## src/rtl/seg_pkg.sv

```systemverilog
// Shared display types: arbiter state encoding, blank segment pattern and digit width.
package seg_pkg;
   typedef enum logic [1:0] {IDLE, LOAD, HOLD} state_t;
   localparam logic [6:0] SEG_BLANK = 7'h7F;
   localparam int DIGIT_W = 4;
endpackage

```

## src/rtl/hex_7seg.sv

```systemverilog
// Hex nibble to active-low 7-segment pattern, segment a = bit 0 .. segment g = bit 6.
module hex_7seg
   import seg_pkg::*;
(
   input  logic [DIGIT_W-1:0] hex,
   output logic [6:0]         seg
);
   always_comb begin
      seg = SEG_BLANK;
      case (hex)
         4'h0: seg = 7'h40;
         4'h1: seg = 7'h79;
         4'h2: seg = 7'h24;
         4'h3: seg = 7'h30;
         4'h4: seg = 7'h19;
         4'h5: seg = 7'h12;
         4'h6: seg = 7'h02;
         4'h7: seg = 7'h78;
         4'h8: seg = 7'h00;
         4'h9: seg = 7'h10;
         4'hA: seg = 7'h08;
         4'hB: seg = 7'h03;
         4'hC: seg = 7'h46;
         4'hD: seg = 7'h21;
         4'hE: seg = 7'h06;
         default: seg = 7'h0E;
      endcase
   end
endmodule

```

## src/rtl/hex_display_arbiter.sv

```systemverilog
// Round-robin sharing of a 4-digit hex display between NREQ requesters; the granted value
// is latched and held for at least DWELL cycles before the display can change hands.
module hex_display_arbiter
   import seg_pkg::*;
#(
   parameter int NREQ  = 2,
   parameter int DWELL = 50_000_000,
   parameter int CW    = 26
)(
   input  logic              CLOCK_50,
   input  logic              reset,
   input  logic [NREQ-1:0]   req,
   input  logic [16*NREQ-1:0] data,
   output logic [NREQ-1:0]   grant,
   output logic [2:0]        owner,
   output logic              busy,
   output logic              shown,
   output logic [6:0]        HEX0,
   output logic [6:0]        HEX1,
   output logic [6:0]        HEX2,
   output logic [6:0]        HEX3
);
   // First requester at or above p, wrapping at NREQ: rotate so p lands on bit 0.
   function automatic logic [2:0] rr_pick(input logic [NREQ-1:0] r, input logic [2:0] p);
      logic [2*NREQ-1:0] dbl;
      logic [NREQ-1:0]   rot;
      int                off;
      int                sum;
      dbl = {r, r} >> p;
      rot = dbl[NREQ-1:0];
      off = 0;
      for (int k = NREQ - 1; k >= 0; k--) begin
         if (rot[k]) off = k;
      end
      sum = int'(p) + off;
      if (sum >= NREQ) sum = sum - NREQ;
      return 3'(sum);
   endfunction

   function automatic logic [2:0] rr_next(input logic [2:0] i);
      return (int'(i) == NREQ - 1) ? 3'd0 : i + 3'd1;
   endfunction

   state_t          state;
   logic [2:0]      sel;
   logic [2:0]      ptr;
   logic [2:0]      pick;
   logic [CW-1:0]   count;
   logic [15:0]     value;
   logic [6:0]      seg [4];

   assign pick = rr_pick(req, ptr);

   always_ff @(posedge CLOCK_50 or posedge reset) begin
      if (reset) begin
         state <= IDLE;
         sel   <= '0;
         ptr   <= '0;
         count <= '0;
         value <= '0;
         grant <= '0;
         owner <= '0;
         busy  <= 1'b0;
         shown <= 1'b0;
      end else begin
         grant <= '0;
         case (state)
            IDLE: begin
               if (|req) begin
                  sel   <= pick;
                  grant <= NREQ'(1) << pick;
                  busy  <= 1'b1;
                  state <= LOAD;
               end
            end
            LOAD: begin
               value <= 16'(data >> {sel, 4'b0000});
               owner <= sel;
               shown <= 1'b1;
               count <= '0;
               ptr   <= rr_next(sel);
               state <= HOLD;
            end
            HOLD: begin
               count <= count + 1'b1;
               // LOAD plus DWELL-1 HOLD cycles gives exactly DWELL busy cycles.
               if (count == CW'(DWELL - 2)) begin
                  busy  <= 1'b0;
                  state <= IDLE;
               end
            end
            default: state <= IDLE;
         endcase
      end
   end

   for (genvar d = 0; d < 4; d++) begin : g_digit
      hex_7seg u_dec (
         .hex (value[DIGIT_W*d +: DIGIT_W]),
         .seg (seg[d])
      );
   end

   assign HEX0 = shown ? seg[0] : SEG_BLANK;
   assign HEX1 = shown ? seg[1] : SEG_BLANK;
   assign HEX2 = shown ? seg[2] : SEG_BLANK;
   assign HEX3 = shown ? seg[3] : SEG_BLANK;
endmodule

```

## config.mk

```make
export PLATFORM = sky130hd
export DESIGN_NAME = hex_display_arbiter
export DESIGN_NICKNAME = d
export VERILOG_FILES = /design/src/rtl/seg_pkg.sv /design/src/rtl/hex_7seg.sv /design/src/rtl/hex_display_arbiter.sv
export SDC_FILE = /design/constraint.sdc
export NUM_CORES = 1
export LEC_CHECK = 0
export CELL_PAD_IN_SITES_DETAIL_PLACEMENT = 1
export CELL_PAD_IN_SITES_GLOBAL_PLACEMENT = 2
export CORE_MARGIN = 4
export CORE_UTILIZATION = 35
export CTS_CLUSTER_DIAMETER = 50
export CTS_CLUSTER_SIZE = 25
export DETAILED_ROUTE_END_ITERATION = 6
export GPL_TIMING_DRIVEN = 0
export PLACE_DENSITY_LB_ADDON = 0.1
export SETUP_SLACK_MARGIN = 0.15
export SKIP_LAST_GASP = 1
export SLEW_MARGIN = 15
export SYNTH_ARGS = -nofsm -noshare
export SYNTH_HDL_FRONTEND = slang
export SYNTH_HIERARCHICAL = 1
export SYNTH_SLANG_ARGS = --single-unit
```

## constraint.sdc

```tcl
create_clock -name CLOCK_50 -period 5 [get_ports CLOCK_50]
set_input_delay 1 -clock CLOCK_50 [delete_from_list [all_inputs] [get_ports CLOCK_50]]
set_output_delay 1 -clock CLOCK_50 [all_outputs]
set_load 0.03 [all_outputs]
```

# --- After elaboration in Yosys (flattened, before gate mapping) ---
# Memories as Yosys holds them, arrays and structs flattened.
# Cells that the tools add are included.
totals:
  register_bits: 57
  rom_bits: 448
  input_bits: 36
  output_inout_bits: 35
  n_memories: 4
classes:
  n_addsub: 4
  order_cmp: 1
  n_eq_ne: 6
  shift: 3
  n_mux: 17
  n_reduce_logical: 7
memory_table:
  columns: ["name", "depth", "word_bits", "rd", "rd_ports_with_merged_regs", "write_ports", "line", "text"]
  rows:
  - ["(no name shown)", 16, 7, 1, 0, 0, "hex_7seg.sv:10", "case (hex)"]
  - ["(no name shown)", 16, 7, 1, 0, 0, "hex_7seg.sv:10", null]
  - ["(no name shown)", 16, 7, 1, 0, 0, "hex_7seg.sv:10", null]
  - ["(no name shown)", 16, 7, 1, 0, 0, "hex_7seg.sv:10", null]
ops:
  columns: ["op", "n"]
  rows:
  - ["case mux 26 bit (2 select lines)", 1]
  - ["adder 4 x 32 -> 32 bit", 1]
  - [">= comparator 32 x 3 -> 1 bit (second input constant)", 1]
  - ["two-way mux 32 bit", 1]
  - ["right shift 32 x 7 -> 16 bit", 1]
  - ["two-way mux 7 bit", 4]
  - ["adder 26 x 1 -> 26 bit (second input constant)", 1]
  - ["== test 26 bit (second input constant)", 1]
  - ["two-way mux 2 bit", 4]
  - ["two-way mux 3 bit", 2]
  - ["case mux 2 bit (3 select lines)", 1]
  - ["!= test 2 bit (second input constant)", 2]
  - ["AND reduction 2 bit", 2]
  - ["nonzero test 2 bit", 2]
  - ["right shift 4 x 3 -> 2 bit", 1]
  - ["adder 3 x 1 -> 3 bit (second input constant)", 1]
  - ["== test 3 x 2 -> 1 bit (second input constant)", 1]
  - ["two-way mux 1 bit", 3]
  - ["AND reduction 3 bit", 1]
  - ["<< shifter 1 x 3 -> 2 bit (first input constant)", 1]
  - ["subtractor 3 bit (second input constant)", 1]
  - ["== test 2 x 1 -> 1 bit (second input constant)", 1]
  - ["== test 2 bit (second input constant)", 1]
  - ["zero test 2 bit", 1]
  - ["2 further kinds", 2]

# --- Longest topological paths before layout ---
logic_depth:
  depth_word: 9
  depth_mapped: 10
  depth_no_buf: 10

# --- Modules after synthesis ---
# The synthesis kept the hierarchy.
modules_own_cells:
  columns: ["mod", "n_inst", "cells_per_inst", "area_per_inst_um2", "seq_area_each_um2"]
  rows:
  - ["hex_display_arbiter", 1, 334, 3193.1, 1426.4]
  - ["hex_7seg at g_digit[0].u_dec ...", 3, 32, 275.3, 0.0]
  - ["hex_7seg at g_digit[2].u_dec", 1, 35, 247.7, 0.0]

# --- Worst setup path after synthesis ---
# OpenSTA, ideal clock, no wires.
synth_path:
  path_kind: "register to output"
  from: "register value[1]"
  to: "output HEX0[0]"
  t_arrival_ps: 1633
  slack_ps: 2367
  stages_incl_launch_ff: 7
  cell_sequence: "dfrtp_1 inv_1 ha_1 and2b_2 or3b_1 o21ai_0 nand2b_1"
synth_lines:
  columns: ["element", "line", "text"]
  rows:
  - ["from (decl)", "hex_display_arbiter.sv:49", "logic [15:0] value;"]
  - ["from (signal assigned)", "hex_display_arbiter.sv:77", "value <= 16'(data >> {sel, 4'b0000});"]
  - ["to (decl)", "hex_display_arbiter.sv:18", "output logic [6:0] HEX0,"]

==> results by group <==
Status
  – Status: finished clean

Timing
  – Final Cycle Share: 73.4%
  – Actual slew at the worst max-slew pin: around 770 ps
  – RSZ-0062 raised after global routing: no
  – Fmax: 273 MHz
  – Slew Limit Fails: 0
  – Worst Skew: between 3 and 4 ps
  – Setup_tns: 0 ps
  – Hold Fails Final Rpt: 0
  – Final setup fails: 0
  – Minimum clock period after layout: roughly 3700 ps
  – Rel. slew slack: between 40 and 50%

Finish
  – Layout area overhead: 28.0%
  – Cell area after layout: 5460 um^2
  – Layout cell share with drive strength beyond 1: between 8 and 9%
  – Fillers: ~1,400
  – NumNets Final: 618
  – Most frequent cells in the layout: 70 x clkdlybuf4s50_1, 57 x dfrtp_1, 37 x inv_1, 36 x ha_1, 35 x mux2i_1
  – Ant. Diodes: 0
  – Commonest non-fill, non-tap cell in the layout: clkdlybuf4s50_1

Worst setup path
  – WP data arrival: ~2700 ps
  – Worst EP required: ~4000 ps
  – Startpoint Class: register
  – Crit path max fanout: 6
  – Crit end category: primary output
  – Crit path kind: reg2out

Floorplan
  – Horiz. Die Dim: ~120 um
  – Initial core utilization: 35.7%
  – Die Y: 118 um
  – Top-level I/O count: 71
  – Die ar.: around 14,000 um^2
  – FP Rows: 40
  – Core area: roughly 12,000 um^2

Synthesis
  – Netlist cell types: between 50 and 60
  – Asr flop ratio synth: 100%
  – Post-Syn Area: 4270 um^2
  – Register bit total from synthesis: 57
  – Post-synth EDFFs: 0
  – Mapped Avg Cell Area: between 9 and 10 um^2
  – Synth Instances: 465
  – Syn. warnings: 6
  – Synth Flop Type: dfrtp_1
  – Sequential area share after synthesis: 33.4%
  – Net Count, Synth: between 500 and 600

GRT
  – Antenna violations before repair: 0
  – Grt total ovfl: 0
  – Vias in the first global route: between 3,000 and 4,000
  – First-pass GRT wire length: about 19 mm
  – Largest net degree at the start of global routing: between 50 and 60
  – GRT Overall Usage: between 10% and 20%

Clock tree
  – CTS root buf: clkbuf_16
  – Clock slew seen by the registers of the worst setup and hold paths: 50 ps
  – Cts bufs inserted: 9
  – Hold buffers post-CTS: 0
  – Clock Path Buffers: 2
  – CTS tree: done
  – CTS resizes: 0
  – Htree depth: 3
  – Worst-Skew Late Latency: 330 ps
  – # clock sinks: 57
  – Post-CTS Setup Bufs: 0

Placed design
  – Gpl congestion: ~0.80
  – Placed instance area: around 5000 um^2
  – Post-DP HPWL: around 8.5 mm
  – Number of port buffers: 70

Run
  – Maximum Capacitance Violations: 0

Drt
  – Drt pass-1 iters: 4
  – Vias: 3,639
  – DR iter-0 viols: between 150 and 200
  – Routed len/inst: 16.0 um
  – DRC Markers: 0
  – Total wire length: roughly 11 mm
  – Avg Vias per Cell: ~5.2
  – Antenna Violating Nets Remaining: 0

Min path
  – HP Class: reg2reg

Pwr
  – Max IR drop VDD: between 0.0002 and 0.00025 V
  – PwrDens: ~600 nW/um^2
  – Lkg Pwr: ~2.4 nW
routing by layer:
| layer | global-route usage (%) | vias to the layer above | share of wire (%) |
|---|---|---|---|
| met4 | 5.43 | 0 | 1.6 |
| li1 | - | 1810 | - |
| met3 | 2.25 | 12 | 2.5 |
| met5 | 0 | - | 0 |
| met1 | 21.9 | 1770 | 47 |
| met2 | 27.4 | 47 | 49 |
layout make-up:
| cell class | count | area, um^2 | share of cell area (%) |
|---|---|---|---|
| clock buffers | 14 | 274 | 5.02 |
| well taps | 147 | 184 | 3.37 |
| multi-input cells | 346 | 2560 | 47.0 |
| flip-flops and latches | 57 | 1430 | 26.1 |
| plain buffers | 24 | 133 | 2.43 |
| inverters | 38 | 145 | 2.66 |
| repair buffers | 70 | 701 | 12.8 |
| clock inverters | 2 | 35.0 | 0.641 |
registers in the layout, indices dropped and copies added (netlist names):
name	flops
count	26
value	16
owner	3
ptr	3
sel	3
grant	2
state	2
busy	1
shown	1
synth_stat cells (10+ instances only):
library cell  number  share of area, %
a21oi_1           20               2.3
ha_1              36                11
dfrtp_1           57                33
nand2_1           29               2.6
inv_1             38               3.3
mux2_2            10               2.6
nand2b_1          33               4.8
nand3_1           10               1.2
o22ai_1           21               3.1
nor2_1            34               3.0
mux2i_1           35               8.2
o21ai_0           15               1.8
clkbuf_1          13               1.1
where the power goes:
group	switching, W	internal (W)	leakage, nW	total, W
combinational	0.00114	0.000900	1.51	0.00204
clock	0.000205	0.000425	0.153	0.000630
sequential	0.000132	0.000571	0.748	0.000703
worst paths after layout:
| path | slack [ps] | cells past startpoint | start | to |
|---|---|---|---|---|
| setup / recovery | 1330 | 7 | value[13]$_DFFE_PP0N_ | HEX3[0] |
| hold / removal | 510 | 1 | owner[2]$_DFFE_PP0N_ | owner[2]$_DFFE_PP0N_ |
| setup reg to reg | 2690 | 7 | state[0]$_DFFE_PP0P_ | count[18]$_DFFE_PP0P_ |
| hold reg to reg | 510 | 1 | owner[2]$_DFFE_PP0N_ | owner[2]$_DFFE_PP0N_ |
| max in group asynchronous | 3320 | 2 | reset | count[15]$_DFFE_PP0P_ |
| min in group asynchronous | 1170 | 2 | reset | count[20]$_DFFE_PP0P_ |
per-stage QoR:
step / util [%] / std cells / worst slack, ps / hold slack [ps] / total power [W]
after floorplan: - / 465 / 2370 / 491 / 0.00206
after global placement: 43.1 / 682 / 1450 / 492 / 0.00272
after detailed placement: 43.1 / 682 / 1650 / 499 / 0.00278
after CTS: 45.7 / 698 / 1290 / 510 / 0.00343
after global routing: 45.7 / 698 / 1170 / 534 / 0.00363
final: 45.7 / 698 / 1330 / 506 / 0.00337
logic make-up (layout without fill, tap and decap cells):
family | after synthesis | after routing | synth area share [%]
buf+inv | 62 | 148 | 6.45
simple gates | 166 | 166 | 22.1
fa+ha+maj | 36 | 36 | 10.6
xor+xnor | 7 | 7 | 1.44
compound gates | 88 | 88 | 13.1
mux | 49 | 49 | 13.0
flops | 57 | 57 | 33.4
critical path, cell delays in order (launching register included):
cell             delay [ps]
dfrtp_1                 450
inv_1                   190
ha_1                    220
and2b_2                 230
or3b_1                  380
o21ai_0                  80
nand2b_1                120
clkdlybuf4s50_1         670
Power figures use the tool's default switching activity.
